<file path="src/rtl/ffe_coef_ctrl_pkg.sv">
// Shared definitions for the FFE coefficient controller: default sizes,
// the controller state enum and the unity-gain tap value.
package ffe_pkg;

   localparam int COEF_BW_DEF    = 9;
   localparam int N_COEF_DEF     = 7;
   localparam int ADDR_BW_DEF    = 3;
   localparam int CENTER_TAP_DEF = 3;

   // Unity gain at the FFE output scaling is 2^(COEF_BW-2).
   localparam int UNITY_DEF = 2 ** (COEF_BW_DEF - 2);

   typedef enum logic [1:0] {
      IDLE        = 2'd0,
      UPDATE      = 2'd1,
      COMMIT_WAIT = 2'd2
   } state_e;

   // Unity tap value for an arbitrary coefficient width.
   function automatic int unity_of(input int bw);
      return 1 << (bw - 2);
   endfunction

endpackage

</file>
<file path="src/rtl/ffe_coef_ctrl_sat_add.sv">
// Combinational signed add of a tap and its LMS delta.
// Build option FFE_COEF_CTRL_SAT_EN: when defined the sum is formed one bit
// wider and clamped to the signed W-bit range; otherwise it wraps modulo 2^W.
module ffe_coef_sat_add #(
   parameter int W = 9
) (
   input  logic signed [W-1:0] a_i,
   input  logic signed [W-1:0] b_i,
   output logic signed [W-1:0] sum_o
);

`ifdef FFE_COEF_CTRL_SAT_EN
   // Sign-extended add; the two top bits disagree only on overflow.
   function automatic logic signed [W-1:0] tap_add(input logic signed [W-1:0] a,
                                                    input logic signed [W-1:0] b);
      logic signed [W:0] s;
      s = $signed({a[W-1], a}) + $signed({b[W-1], b});
      if (s[W] != s[W-1])
         tap_add = s[W] ? {1'b1, {(W-1){1'b0}}} : {1'b0, {(W-1){1'b1}}};
      else
         tap_add = s[W-1:0];
   endfunction
`else
   // Plain two's complement add; overflow wraps.
   function automatic logic signed [W-1:0] tap_add(input logic signed [W-1:0] a,
                                                    input logic signed [W-1:0] b);
      tap_add = a + b;
   endfunction
`endif

   assign sum_o = tap_add(a_i, b_i);

endmodule

</file>
<file path="src/rtl/ffe_coef_ctrl.sv">
// FFE coefficient controller. Host writes and LMS delta vectors land in a
// shadow bank (deltas applied one tap per cycle); a commit copies the shadow
// bank into the active bank on an i_en boundary so the FFE never sees a
// partially updated tap set. Build option FFE_COEF_CTRL_SAT_EN selects
// saturating instead of wrapping tap updates (see ffe_coef_sat_add).
module ffe_coef_ctrl
   import ffe_pkg::*;
#(
   parameter int COEF_BW    = COEF_BW_DEF,
   parameter int N_COEF     = N_COEF_DEF,
   parameter int ADDR_BW    = ADDR_BW_DEF,
   parameter int CENTER_TAP = CENTER_TAP_DEF
) (
   input  logic                        i_clk,
   input  logic                        i_rst,
   input  logic                        i_en,
   input  logic                        i_wr_valid,
   output logic                        o_wr_ready,
   input  logic [ADDR_BW-1:0]          i_wr_addr,
   input  logic [COEF_BW-1:0]          i_wr_data,
   input  logic                        i_upd_valid,
   output logic                        o_upd_ready,
   input  logic [COEF_BW*N_COEF-1:0]   i_upd_delta,
   input  logic                        i_commit,
   output logic [COEF_BW*N_COEF-1:0]   o_coefs,
   output logic                        o_swap,
   output logic                        o_busy
);

   localparam logic signed [COEF_BW-1:0] UNITY    = COEF_BW'(unity_of(COEF_BW));
   localparam logic [ADDR_BW-1:0]        LAST_TAP = ADDR_BW'(N_COEF - 1);

   state_e                     state_q, state_d;
   logic                       pend_q, pend_d;
   logic                       swap_q, swap_d;
   logic                       busy_q;
   logic [ADDR_BW-1:0]         cnt_q;
   logic signed [COEF_BW-1:0]  shadow_q [N_COEF];
   logic signed [COEF_BW-1:0]  active_q [N_COEF];
   logic signed [COEF_BW-1:0]  delta_q  [N_COEF];
   logic signed [COEF_BW-1:0]  tap_sum;
   logic                       wr_acc, upd_acc, wr_in_range, last_tap;

   assign o_wr_ready  = (state_q == IDLE);
   assign o_upd_ready = (state_q == IDLE) && !i_wr_valid;
   assign wr_acc      = i_wr_valid && o_wr_ready;
   assign upd_acc     = i_upd_valid && o_upd_ready;
   assign wr_in_range = (int'(i_wr_addr) < N_COEF);
   assign last_tap    = (cnt_q == LAST_TAP);

   // Tap currently being walked: shadow[k] + delta[k]
   ffe_coef_sat_add #(.W(COEF_BW)) u_sat_add (
      .a_i   (shadow_q[cnt_q]),
      .b_i   (delta_q[cnt_q]),
      .sum_o (tap_sum)
   );

   // Next-state, commit-pending and swap decisions
   always_comb begin
      state_d = state_q;
      pend_d  = pend_q;
      swap_d  = 1'b0;
      case (state_q)
         IDLE: begin
            // An update accepted together with a commit must finish its
            // walk before the swap, so the commit is parked as pending.
            if (upd_acc) begin
               state_d = UPDATE;
               pend_d  = i_commit;
            end else if (i_commit) begin
               state_d = COMMIT_WAIT;
            end
         end
         UPDATE: begin
            if (i_commit)
               pend_d = 1'b1;
            if (last_tap)
               state_d = (pend_q || i_commit) ? COMMIT_WAIT : IDLE;
         end
         COMMIT_WAIT: begin
            if (i_en) begin
               state_d = IDLE;
               pend_d  = 1'b0;
               swap_d  = 1'b1;
            end else if (i_commit) begin
               pend_d = 1'b1;
            end
         end
         default: begin
            state_d = IDLE;
            pend_d  = 1'b0;
         end
      endcase
   end

   // Control registers: state, tap counter, pending flag, registered outputs
   always_ff @(posedge i_clk or posedge i_rst) begin
      if (i_rst) begin
         state_q <= IDLE;
         pend_q  <= 1'b0;
         swap_q  <= 1'b0;
         busy_q  <= 1'b0;
         cnt_q   <= '0;
      end else begin
         state_q <= state_d;
         pend_q  <= pend_d;
         swap_q  <= swap_d;
         busy_q  <= (state_d != IDLE);
         if (upd_acc)
            cnt_q <= '0;
         else if (state_q == UPDATE)
            cnt_q <= cnt_q + ADDR_BW'(1);
      end
   end

   // Coefficient banks and latched delta vector
   always_ff @(posedge i_clk or posedge i_rst) begin
      if (i_rst) begin
         for (int k = 0; k < N_COEF; k++) begin
            shadow_q[k] <= (k == CENTER_TAP) ? UNITY : '0;
            active_q[k] <= (k == CENTER_TAP) ? UNITY : '0;
            delta_q[k]  <= '0;
         end
      end else begin
         // Out-of-range host addresses are handshaked but dropped.
         if (wr_acc && wr_in_range)
            shadow_q[i_wr_addr] <= i_wr_data;
         if (upd_acc)
            for (int k = 0; k < N_COEF; k++)
               delta_q[k] <= i_upd_delta[k*COEF_BW +: COEF_BW];
         if (state_q == UPDATE)
            shadow_q[cnt_q] <= tap_sum;
         if (swap_d)
            for (int k = 0; k < N_COEF; k++)
               active_q[k] <= shadow_q[k];
      end
   end

   for (genvar g = 0; g < N_COEF; g++) begin : g_pack
      assign o_coefs[g*COEF_BW +: COEF_BW] = active_q[g];
   end

   assign o_swap = swap_q;
   assign o_busy = busy_q;

endmodule

</file>
<file path="config.mk">
export PLATFORM = sky130hd
export DESIGN_NAME = ffe_coef_ctrl
export DESIGN_NICKNAME = d
export VERILOG_FILES = /design/src/rtl/ffe_coef_ctrl_pkg.sv /design/src/rtl/ffe_coef_ctrl_sat_add.sv /design/src/rtl/ffe_coef_ctrl.sv
export SDC_FILE = /design/constraint.sdc
export NUM_CORES = 1
export LEC_CHECK = 0
export CAP_MARGIN = 20
export CORE_ASPECT_RATIO = 2
export CORE_MARGIN = 2
export CORE_UTILIZATION = 30
export CTS_CLUSTER_SIZE = 40
export DETAILED_ROUTE_END_ITERATION = 8
export PLACE_DENSITY = 0.63
export SETUP_SLACK_MARGIN = 0.1
export SYNTH_ARGS = -nofsm -noshare
export SYNTH_HDL_FRONTEND = slang
export SYNTH_SLANG_ARGS = --single-unit
export TNS_END_PERCENT = 1
</file>
<file path="constraint.sdc">
create_clock -name i_clk -period 5.9 [get_ports i_clk]
set_clock_uncertainty 0.15 [all_clocks]
set_input_delay 0.885 -clock i_clk [delete_from_list [all_inputs] [get_ports i_clk]]
set_output_delay 0.885 -clock i_clk [all_outputs]
set_load 0.03 [all_outputs]
</file>
==> flow_summary_export.csv <==
group,metric,value,unit
run_status,outcome,"finished clean",
placed_design,place.gp.congestion,0.9610,
logic_synthesis,synth_top_area_cell,"dfrtp_1",
cells_and_area,antennaDiodeCount,0,
global_routing,grtUsageMet2,0.3194,
worst_setup_path,crit_top_cell,"a21oi_1",
timing,min_period,4.109,ns
timing,rsz0062_at_grt,"no",
pwr,vdd.ir_drop.worst,0.5226,mV
global_routing,grt_pass1_vias,7610,
timing,worst_pin_slew,1.171,ns
cells_and_area,nets,1116,
floorplan,floorplan.io_pins,148,
routing,routed_wl,28720,µm
clock_tree,ctsHtreeMaxLevel,4,
global_routing,top_usage_layer,"met2",
routing,drtIter0Drc,401,
cells_and_area,drive_above_1_share,0.06943,
logic_synthesis,synth_top_area_frac,0.5190,
global_routing,grtUsageMet3,0.02559,
clock_tree,clk_latency,0.45,ns
global_routing,grt_usage,0.1810,
floorplan,die_height,254.4,µm
clock_tree,cts_buffer_depth,2,
clock_tree,cts_resized,0,
worst_setup_path,r2r_slack,1.79,ns
logic_synthesis,ys.flop_type,"dfrtp_1",
clock_tree,clk_pin_slew_worst_paths,0.07,ns
global_routing,grt_max_degree,104,
logic_synthesis,synth_area_per_cell,10.53,µm²
routing,avgRoutedWirePerCell,19.74,µm
timing,final_max_slew_viol_count,0,
worst_setup_path,r2r-start,"cnt_q[1]$_DFFE_PP0P_",
worst_setup_path,cp-end-kind,"flip-flop",
global_routing,use_met1,0.1853,
routing,postRouteAntennaNets,0,
clock_tree,clock-root-buffer,"clkbuf_16",
pwr,p_per_area,676.0,mW/mm²
logic_synthesis,synth-seq-cells,197,
logic_synthesis,seq_area_frac_synth,0.5246,
worst_setup_path,start_kind,"flip-flop",
global_routing,overflow,0,
placed_design,numPortBuffers,147,
run,max-cap-violations,0,
pwr,total_power,8.056,mW
routing,first_pass_iters,5,
worst_setup_path,reg2reg_to,"shadow_q[41]$_DFF_PP0_",
routing,post_drt_via_cell_ratio,4.927,
timing,tns,0,ns
floorplan,die_area,0.03286,mm²
timing,finalHoldViolCount,0,
worst_setup_path,cpLargestDelayFamily,"XOR/XNOR gates",
logic_synthesis,synth_nets,985,
timing,setup-violations-final,0,
clock_tree,post-cts-setup-buffers,0,
timing,fin_crit_sh,0.6964,
worst_setup_path,cpMaxStageDelayCell,"xnor2_1",
worst_setup_path,cp-startpoint,"cnt_q[1]$_DFFE_PP0P_",
clock_tree,cts_sinks,197,
logic_synthesis,yosys_warnings,0,
timing,slew_headroom,0.2134,
worst_setup_path,reg2reg_depth,13,
logic_synthesis,async_flop_share,1.000,
logic_synthesis,synth_edf_count,0,
worst_setup_path,max_stage_delay,0.91,ns
floorplan,core_area,0.03086,mm²
worst_setup_path,critPathArrivalTime,4.33,ns
logic_synthesis,synthTopCellsByArea,"dfrtp_1, mux2i_1, nand2_1",
worst_setup_path,crit_path_max_fanout,33,
floorplan,die-width,129.2,µm
placed_design,pre_cts_slack,1.876,ns
worst_setup_path,critPathRequiredTime,6.12,ns
cells_and_area,area_growth,26.75,%
floorplan,initial_core_util,0.3047,
placed_design,dp_hpwl,21690,µm
logic_synthesis,synth_cell_types,50,
worst_setup_path,crit_path_end,"shadow_q[41]$_DFF_PP0_",
logic_synthesis,syn-cell-area,0.009402,mm²
timing,max_freq,243.4,MHz
clock_tree,cts_tree,"done",
timing,fin_ws,1.791,ns
min_path,hold_class,"reg -> reg",
global_routing,antenna_found_initial,0,
worst_setup_path,critPathBufInv,1,
global_routing,grt_pass1_wl,44060,µm
clock_tree,hold_buffers,0,
worst_setup_path,path_class,"reg -> reg",
worst_setup_path,cp_cell_sequence,"buf_4, nor2b_1, a21oi_1, nor2_1, a31oi_1, o21ai_0, ha_1, o21ai_1, o21bai_1, a21oi_1, xnor2_1, nor2_1, a21oi_1",
worst_setup_path,crit_cells,13,
pwr,p_leak,5.433,nW
routing,drc,0,
routing,dr_total_vias,7169,
logic_synthesis,syn_inst,893,
clock_tree,numCtsBuffers,17,
floorplan,row_count,91,
==> worst min-delay path by stage <==
stage,slack [ns],to,from,depth (start not counted)
2_1_floorplan,0.29,o_coefs[34]$_DFFE_PP1P_,shadow_q[34]$_DFF_PP1_,2
3_3_place_gp,0.31,o_coefs[56]$_DFFE_PP0P_,o_coefs[56]$_DFFE_PP0P_,2
3_5_place_dp,0.32,o_coefs[39]$_DFFE_PP0P_,o_coefs[39]$_DFFE_PP0P_,2
4_1_cts,0.33,o_coefs[39]$_DFFE_PP0P_,o_coefs[39]$_DFFE_PP0P_,2
5_1_grt,0.34,o_coefs[34]$_DFFE_PP1P_,shadow_q[34]$_DFF_PP1_,2
6_report,0.32,o_coefs[39]$_DFFE_PP0P_,o_coefs[39]$_DFFE_PP0P_,2
==> cell usage after synthesis, drive strengths merged, types with 6 or more instances <==
master,number
a22oi,6
mux2,83
inv,8
nor2b,6
mux2i,92
ha,10
nor2,65
a221oi,8
clkbuf,20
o21ai,34
nand2,225
buf,28
dfrtp,195
a21oi,53
==> placed cells by master (no fill, tap or decap), types with 4 or more instances in the layout <==
cell type,netlist,layout
clkdlybuf4s50_1,0,147
mux2_2,8,8
a31oi_1,4,4
dfrtp_1,195,194
ha_1,10,10
o21ai_1,29,29
a21o_1,4,4
a22oi_1,6,6
o22ai_1,5,5
mux2_1,73,73
nand2_1,225,225
xnor2_1,4,4
clkbuf_16,0,17
mux4_2,5,5
nor2b_1,6,6
mux2i_1,92,92
o21ai_0,5,5
buf_4,5,11
a21oi_1,53,53
a221oi_1,8,8
nor2_1,64,64
inv_1,5,4
==> power by group <==
part / internal [mW] / total [mW] / leakage, nW / switching [mW]
sequential: 2.03 / 2.59 / 2.32 / 0.553
clock: 0.694 / 1.22 / 0.299 / 0.526
combinational: 1.63 / 4.25 / 2.82 / 2.62
total: 4.36 / 8.06 / 5.43 / 3.70
==> flip-flops by register name, indices dropped and copies added, names as in the netlist <==
| signal | flops |
|---|---|
| delta_q | 63 |
| shadow_q | 63 |
| cnt_q | 3 |
| o_swap | 1 |
| o_busy | 1 |
| pend_q | 1 |
| state_q | 2 |
| o_coefs | 63 |
==> cell families after synthesis <==
group | synth area share
AO/OA/AOI/OAI | 0.07759
XOR/XNOR | 0.009051
adder cells (fa/ha/maj) | 0.01544
buffers and inverters | 0.02715
flip-flops | 0.5246
multiplexers | 0.2101
AND/OR/NAND/NOR | 0.1360
==> through the flow <==
stage / area [µm²] / utilization / cells / hold slack (ns)
finish: 11920 / 0.3862 / 1455 / 0.3231
global route: 11920 / 0.3862 / 1455 / 0.3367
CTS: 11900 / 0.3855 / 1454 / 0.3329
detailed placement: 11290 / 0.3658 / 1422 / 0.3156
global placement: 11290 / 0.3658 / 1422 / 0.3096
floorplan: 9405 / - / 893 / 0.2903
==> metal layers <==
layer | wire length, µm | up-vias | part of all wire
li1 | - | 3334 | -
met2 | 15090 | 225 | 0.53
met1 | 10090 | 3524 | 0.35
met5 | 0 | - | 0
met4 | 2416 | 0 | 0.084
met3 | 1127 | 86 | 0.039
==> worst reg2reg max path, cell delays in order (launching register included) <==
cell,delay [ns]
dfrtp_2,0.53
buf_4,0.45
nor2b_1,0.66
a21oi_1,0.17
nor2_1,0.13
a31oi_1,0.05
o21ai_0,0.14
ha_1,0.22
o21ai_1,0.10
o21bai_1,0.14
a21oi_1,0.10
xnor2_1,0.91
nor2_1,0.12
a21oi_1,0.15
==> cell type report <==
| class | count | area (µm²) |
|---|---|---|
| fillers | 3088 | 18940 |
| flip-flops and latches | 197 | 4933 |
| multi-input cells | 640 | 4224 |
| repair buffers | 160 | 1594 |
| well taps | 418 | 523.0 |
| clock buffers | 22 | 464.2 |
| clock inverters | 10 | 143.9 |
| inverters | 8 | 33.78 |
Note: power is estimated with default switching activity, not from simulation.
